## config.mk

```make
export PLATFORM = sky130hd
export DESIGN_NAME = phase_accum_ctl
export DESIGN_NICKNAME = d
export VERILOG_FILES = /design/src/rtl/phase_accum_ctl.sv
export SDC_FILE = /design/constraint.sdc
export NUM_CORES = 1
export LEC_CHECK = 0
export ABC_AREA = 1
export CORE_ASPECT_RATIO = 1.2
export CORE_MARGIN = 1.5
export CORE_UTILIZATION = 45
export CTS_CLUSTER_SIZE = 16
export DETAILED_ROUTE_END_ITERATION = 8
export PLACE_DENSITY = 0.75
export RECOVER_POWER = 25
export SYNTH_ARGS = -nofsm -noshare
export SYNTH_HDL_FRONTEND = slang
export SYNTH_SLANG_ARGS = --single-unit
```

## constraint.sdc

```tcl
create_clock -name clk -period 2.2 [get_ports clk]
set_clock_uncertainty 0.05 [all_clocks]
set_input_delay 0.55 -clock clk [delete_from_list [all_inputs] [get_ports clk]]
set_output_delay 0.55 -clock clk [all_outputs]
set_load 0.005 [all_outputs]
```

## src/rtl/phase_accum_ctl.sv

```systemverilog
// Phase accumulator for the modulator DDS path.
// Registered accumulator with a frequency-word handshake. A new word can be applied
// at once, or at the next accumulator wrap so that an FSK switch keeps phase
// continuity. A per-cycle phase offset supports PSK. The output is the truncated,
// registered phase that addresses the sine ROM.
// Ports:
//   clk, rst     clock (rising edge) and asynchronous active-high reset
//   en, clr      accumulate enable and synchronous phase clear (clr has priority)
//   fw_in        frequency word offered by the producer
//   fw_valid     fw_in is valid
//   fw_ready     high when no word is pending
//   upd_on_wrap  0: apply the word on the next edge, 1: apply it at the next wrap
//   ph_off       phase offset added ahead of truncation
//   phase_out    top OUT_W bits of (acc + ph_off), registered
//   wrap         one-cycle pulse aligned with the phase_out of a carrying step
// OUT_W must be in 1..ACC_W.
module phase_accum_ctl #(
    parameter int unsigned ACC_W = 10,
    parameter int unsigned OUT_W = 10
) (
    input  logic             clk,
    input  logic             rst,
    input  logic             en,
    input  logic             clr,
    input  logic [ACC_W-1:0] fw_in,
    input  logic             fw_valid,
    output logic             fw_ready,
    input  logic             upd_on_wrap,
    input  logic [ACC_W-1:0] ph_off,
    output logic [OUT_W-1:0] phase_out,
    output logic             wrap
);

    // A word is either absent (idle) or captured and waiting to be applied.
    typedef enum logic {
        S_IDLE = 1'b0,
        S_PEND = 1'b1
    } state_t;

    state_t           state_q, state_d;
    logic [ACC_W-1:0] acc_q, acc_d;
    logic [ACC_W-1:0] fw_cur_q, fw_cur_d;
    logic [ACC_W-1:0] pend_fw_q, pend_fw_d;
    logic             carry_q, carry_d;
    logic [ACC_W:0]   acc_sum;
    logic [ACC_W-1:0] off_sum;

    // Accumulation with its carry-out, and the offset phase ahead of truncation.
    always_comb begin
        acc_sum = {1'b0, acc_q} + {1'b0, fw_cur_q};
        off_sum = acc_q + ph_off;
    end

    // State register and datapath registers.
    always_ff @(posedge clk or posedge rst) begin
        if (rst) begin
            state_q   <= S_IDLE;
            acc_q     <= '0;
            fw_cur_q  <= '0;
            pend_fw_q <= '0;
            carry_q   <= 1'b0;
        end else begin
            state_q   <= state_d;
            acc_q     <= acc_d;
            fw_cur_q  <= fw_cur_d;
            pend_fw_q <= pend_fw_d;
            carry_q   <= carry_d;
        end
    end

    // Next-state logic: accumulator update, word capture and word apply.
    always_comb begin
        state_d   = state_q;
        acc_d     = acc_q;
        fw_cur_d  = fw_cur_q;
        pend_fw_d = pend_fw_q;
        carry_d   = 1'b0;

        if (clr) begin
            acc_d = '0;
        end else if (en) begin
            acc_d   = acc_sum[ACC_W-1:0];
            carry_d = acc_sum[ACC_W];
        end

        case (state_q)
            S_IDLE: begin
                if (fw_valid) begin
                    pend_fw_d = fw_in;
                    state_d   = S_PEND;
                end
            end
            S_PEND: begin
                // carry_d is only set by an enabled, uncleared step that used the old word.
                if (clr || !upd_on_wrap || carry_d) begin
                    fw_cur_d = pend_fw_q;
                    state_d  = S_IDLE;
                end
            end
            default: state_d = S_IDLE;
        endcase
    end

    // Output stage: phase and wrap flag of the previous accumulation stay aligned.
    always_ff @(posedge clk or posedge rst) begin
        if (rst) begin
            phase_out <= '0;
            wrap      <= 1'b0;
        end else begin
            phase_out <= off_sum[ACC_W-1 -: OUT_W];
            wrap      <= carry_q;
        end
    end

    assign fw_ready = (state_q == S_IDLE);

endmodule

```

# Word-level counts from Yosys, hierarchy flattened
# Cells that the tools add are included.
# totals
register_bits	43
out_inout_bits	12
# op_classes
n_addsub	2
n_mux	7
bitwise	1
n_reduce_logical	6
# op_table
cell	count
2-to-1 mux 10 bit	2
adder 10 x 10 -> 11 bit	1
adder 10 bit	1
2-to-1 mux 1 bit	4
AND reduction 2 bit	2
logical OR 1 bit	2
case mux 1 bit (2 select lines)	1
nonzero test 2 bit	1
zero test 1 bit	1
NOT 1 bit	1

# Logic depth before layout (Yosys ltp)
# depth
ltp_word	6
depth_mapped	12

# Worst setup path after synthesis
# Ideal clock, no wire load.
# synth_path
path_type	input-to-reg
from	input ph_off[0]
to	register phase_out[8]
t_arrival_ns	1.600
t_required_ns	2.027
setup_slack_ns	0.427
stages	7
path_buffers	0
path_cell_list	ha_1 -> fa_1 -> nand3_1 -> nand2_1 -> nand4_1 -> nand3_1 -> xor2_1
# synth_via
elab_chain_cells	1
# synth_rtl
element	line	source
from (decl)	29	input logic [ACC_W-1:0] ph_off,
adder 10 bit	51	off_sum = acc_q + ph_off;
named net off_sum[8]	46	logic [ACC_W-1:0] off_sum;
to (signal assigned)	110	phase_out <= off_sum[ACC_W-1 -: OUT_W];
to (decl)	30	output logic [OUT_W-1:0] phase_out,
# The timed path passes the listed nets, and every way through them passes these cells.
# A chain may end at the register's enable or synchronous reset.

# Worst setup path in the final report
# Same ends and word-level chain as after synthesis.

==> results.tsv <==
stage	metric	value	unit
clocking	cts_buffers	5	
timing	max_clock_freq	475	MHz
cells_and_area	area_delta_synth_final	27.1	%
clocking	cts_resized	0	
die	design.core.area	5010	um^2
clocking	path_clk_slew	0.07	ns
timing	worst_slew_pin_slew	1.05	ns
cells_and_area	layout.area.seq	1080	um^2
yosys	synth-edff-count	0	
yosys	syn-mean-instance-area	8.80	um^2
yosys	syn_nets	317	
clocking	clock-root-buffer	clkbuf_8	
timing	finalHoldViolations	0	
yosys	synth_cell_types	24	
placed_design	post-place-ws	-0.0827	ns
cells_and_area	drive_gt1_share	10.8	%
yosys	synth_top_family_by_area	simple AND/OR/NAND/NOR gates	
placed_design	hpwl	3490	um
placed_design	dp_cells	376	
grt	antenna_found_initial	0	
cells_and_area	multi_input_area	1180	um^2
yosys	synth_xor_area_share	2.95	%
grt	track_usage	17.3	%
critical_path	critPathKind	input pin to flop	
cells_and_area	diodes	0	
yosys	synth_compound_area_share	8.06	%
yosys	muxShareOfSynthArea	4.74	%
critical_path	crit_start	ph_off[0]	
timing	period_needed	2.10	ns
clocking	post_cts_buffers	0	
die	die_w	69.3	um
placed_design	routabilityCongestion	0.848	
die	ios	38	
die	rows	28	
die	die-area	5730	um^2
grt	grt_pass1_wl	7850	um
yosys	ys_ff_latch	43	
routing	drc	0	
timing	setup_viol	0	
timing	post-route-period-util	95.7	%
critical_path	r2r-start	acc_q[0]	
routing	avgRoutedWirePerCell	11.7	um
routing	via_per_inst	4.98	
clocking	htreeDepth	2	
yosys	yosysMostFrequentCell	nand2_1	
routing	ant_nets	0	
placed_design	dpl_cell_area	2890	um^2
pwr	ir_worst_vdd	543	uV
critical_path	start_kind	input pin	
timing	relSlewSlack	30.0	%
cells_and_area	stdcell_area	3020	um^2
yosys	syn_inst	270	
critical_path	reg2reg_depth	11	
yosys	syn_area	2380	um^2
yosys	ys_warn_count	0	
outcome	outcome	completed	
routing	drt-total-wl	4480	um
die	die_y	82.6	um
pwr	powerDensity	985	nW/um^2
yosys	synth_simple_gate_area_share	22.3	%
timing	final-max-slew-violation-count	0	
routing	drtPass1Iterations	4	
timing	setup_ws	0.0955	ns
yosys	synth_flop_cell	dfrtp_1	
routing	drt_iter0_markers	45	
critical_path	r2r-end	fw_cur_q[2]	
critical_path	cp.arrival	2.24	ns
run	max_cap_viol_count	0	
critical_path	rrSetupSlack	0.17	ns
clocking	clockBufferDepth	2	
worst_hold_path	hold_class	flop to flop	
grt	grt_pass1_vias	1909	
grt	grt_overflow	0	
clocking	clock_sinks	43	
cells_and_area	finalNonFillerCells	384	
placed_design	port_buffers	37	
cells_and_area	fill_cells	450	
yosys	synthAdderAreaFrac	11.7	%
critical_path	cp-end-kind	flop	
critical_path	critPathCapture	phase_out[8]	
yosys	synth.area.top_cells	dfrtp_1, nand2_1, ha_1	
die	start_util	47.4	%
yosys	synthArstFlopShare	100	%
yosys	synth_top_area_cell	dfrtp_1	
grt	grt_max_degree	44	
pwr	power_leakage	1.55	nW
yosys	ys_top_cells_by_count	nand2_1, dfrtp_1, inv_1	
yosys	yosysSeqAreaShare	45.3	%
cells_and_area	finalNetCount	370	
timing	rsz0062_at_grt	yes	
critical_path	crit_fanout	3	
yosys	yosysTopAreaCellShare	45.3	%
clocking	clk-insertion-delay-late	0.30	ns
critical_path	required	2.34	ns
routing	vias	1914	
clocking	hold_buffers	0	
clocking	cts_tree	done	
logic make-up after synthesis:
family,count (synthesis)
buffers and inverters,29
muxes,10
and+or+nand+nor,124
AOI/OAI and AO/OA,35
xor gates and xnor gates,8
DFF,43
adders and majority gates,21
placed cells by master (no fill, tap or decap), types with 2 or more instances in the layout:
cell type / Yosys / layout
dfrtp_1: 43 / 43
bufinv_16: 0 / 2
nor2_1: 19 / 19
nand3_1: 23 / 23
inv_1: 26 / 26
mux2_2: 10 / 10
nand2_1: 72 / 72
fa_1: 2 / 2
o21ai_0: 15 / 15
ha_1: 19 / 19
dlygate4sd3_1: 0 / 2
xnor2_1: 2 / 2
nand2_2: 3 / 3
clkbuf_8: 0 / 5
nand4_1: 4 / 4
o21bai_1: 2 / 2
buf_4: 0 / 11
xor2_1: 6 / 6
a21oi_1: 14 / 14
clkdlybuf4s50_1: 0 / 35
registers in the layout, indices dropped and copies added, names as in the netlist:
name       count
acc_q         10
fw_cur_q      10
pend_fw_q     10
phase_out     10
carry_q        1
state_q        1
wrap           1
how the worst min path moves through the flow:
stage                  from  endpoint  slack, ns  cells after the start
finish              carry_q      wrap       0.31                      0
global route        carry_q      wrap       0.32                      0
CTS                 carry_q      wrap       0.32                      0
detailed placement  carry_q      wrap       0.29                      0
global placement    carry_q      wrap       0.28                      0
floorplan           carry_q      wrap       0.28                      0
critical path: stages:
cell and delay (ns):
dlygate4sd3_1 0.54, ha_1 0.23, fa_1 0.41, nand3_1 0.09, nand2_1 0.10, nand4_1 0.09
nand3_1 0.08, xor2_1 0.15
metrics by stage:
stage	TNS [ns]	power [mW]	util [%]	hold WS, ns
6_report	0	2.97	60.3	0.311
5_1_grt	-0.0356	3.21	60.3	0.317
4_1_cts	0	3.00	60.3	0.316
3_5_place_dp	-0.228	2.28	57.7	0.287
3_3_place_gp	-0.0527	2.22	57.7	0.284
2_1_floorplan	0	1.83	-	0.281
routing by layer:
metal | up-vias | part of all wire (%) | routed length (um) | track usage, %
met5 | - | 0 | 0 | 0
met4 | 0 | 2.0 | 88 | 6.67
met3 | 9 | 4.4 | 197 | 4.85
met2 | 48 | 53 | 2390 | 34.3
met1 | 867 | 40 | 1800 | 17.2
li1 | 990 | - | - | -
area by class of cell:
type / count / area share, %
Multi-Input combinational cell: 198 / 39.1
Sequential cell: 43 / 35.6
Timing Repair Buffer: 49 / 15.2
Inverter: 26 / 3.23
Tap cell: 60 / 2.49
Clock buffer: 6 / 2.40
Clock inverter: 2 / 1.99
power by group:
group / internal (mW) / switching (mW) / leakage (nW)
clock: 0.454 / 0.269 / 0.0654
combinational: 0.559 / 0.564 / 0.949
sequential: 1.01 / 0.120 / 0.531
(Power assumes the default switching activity.)
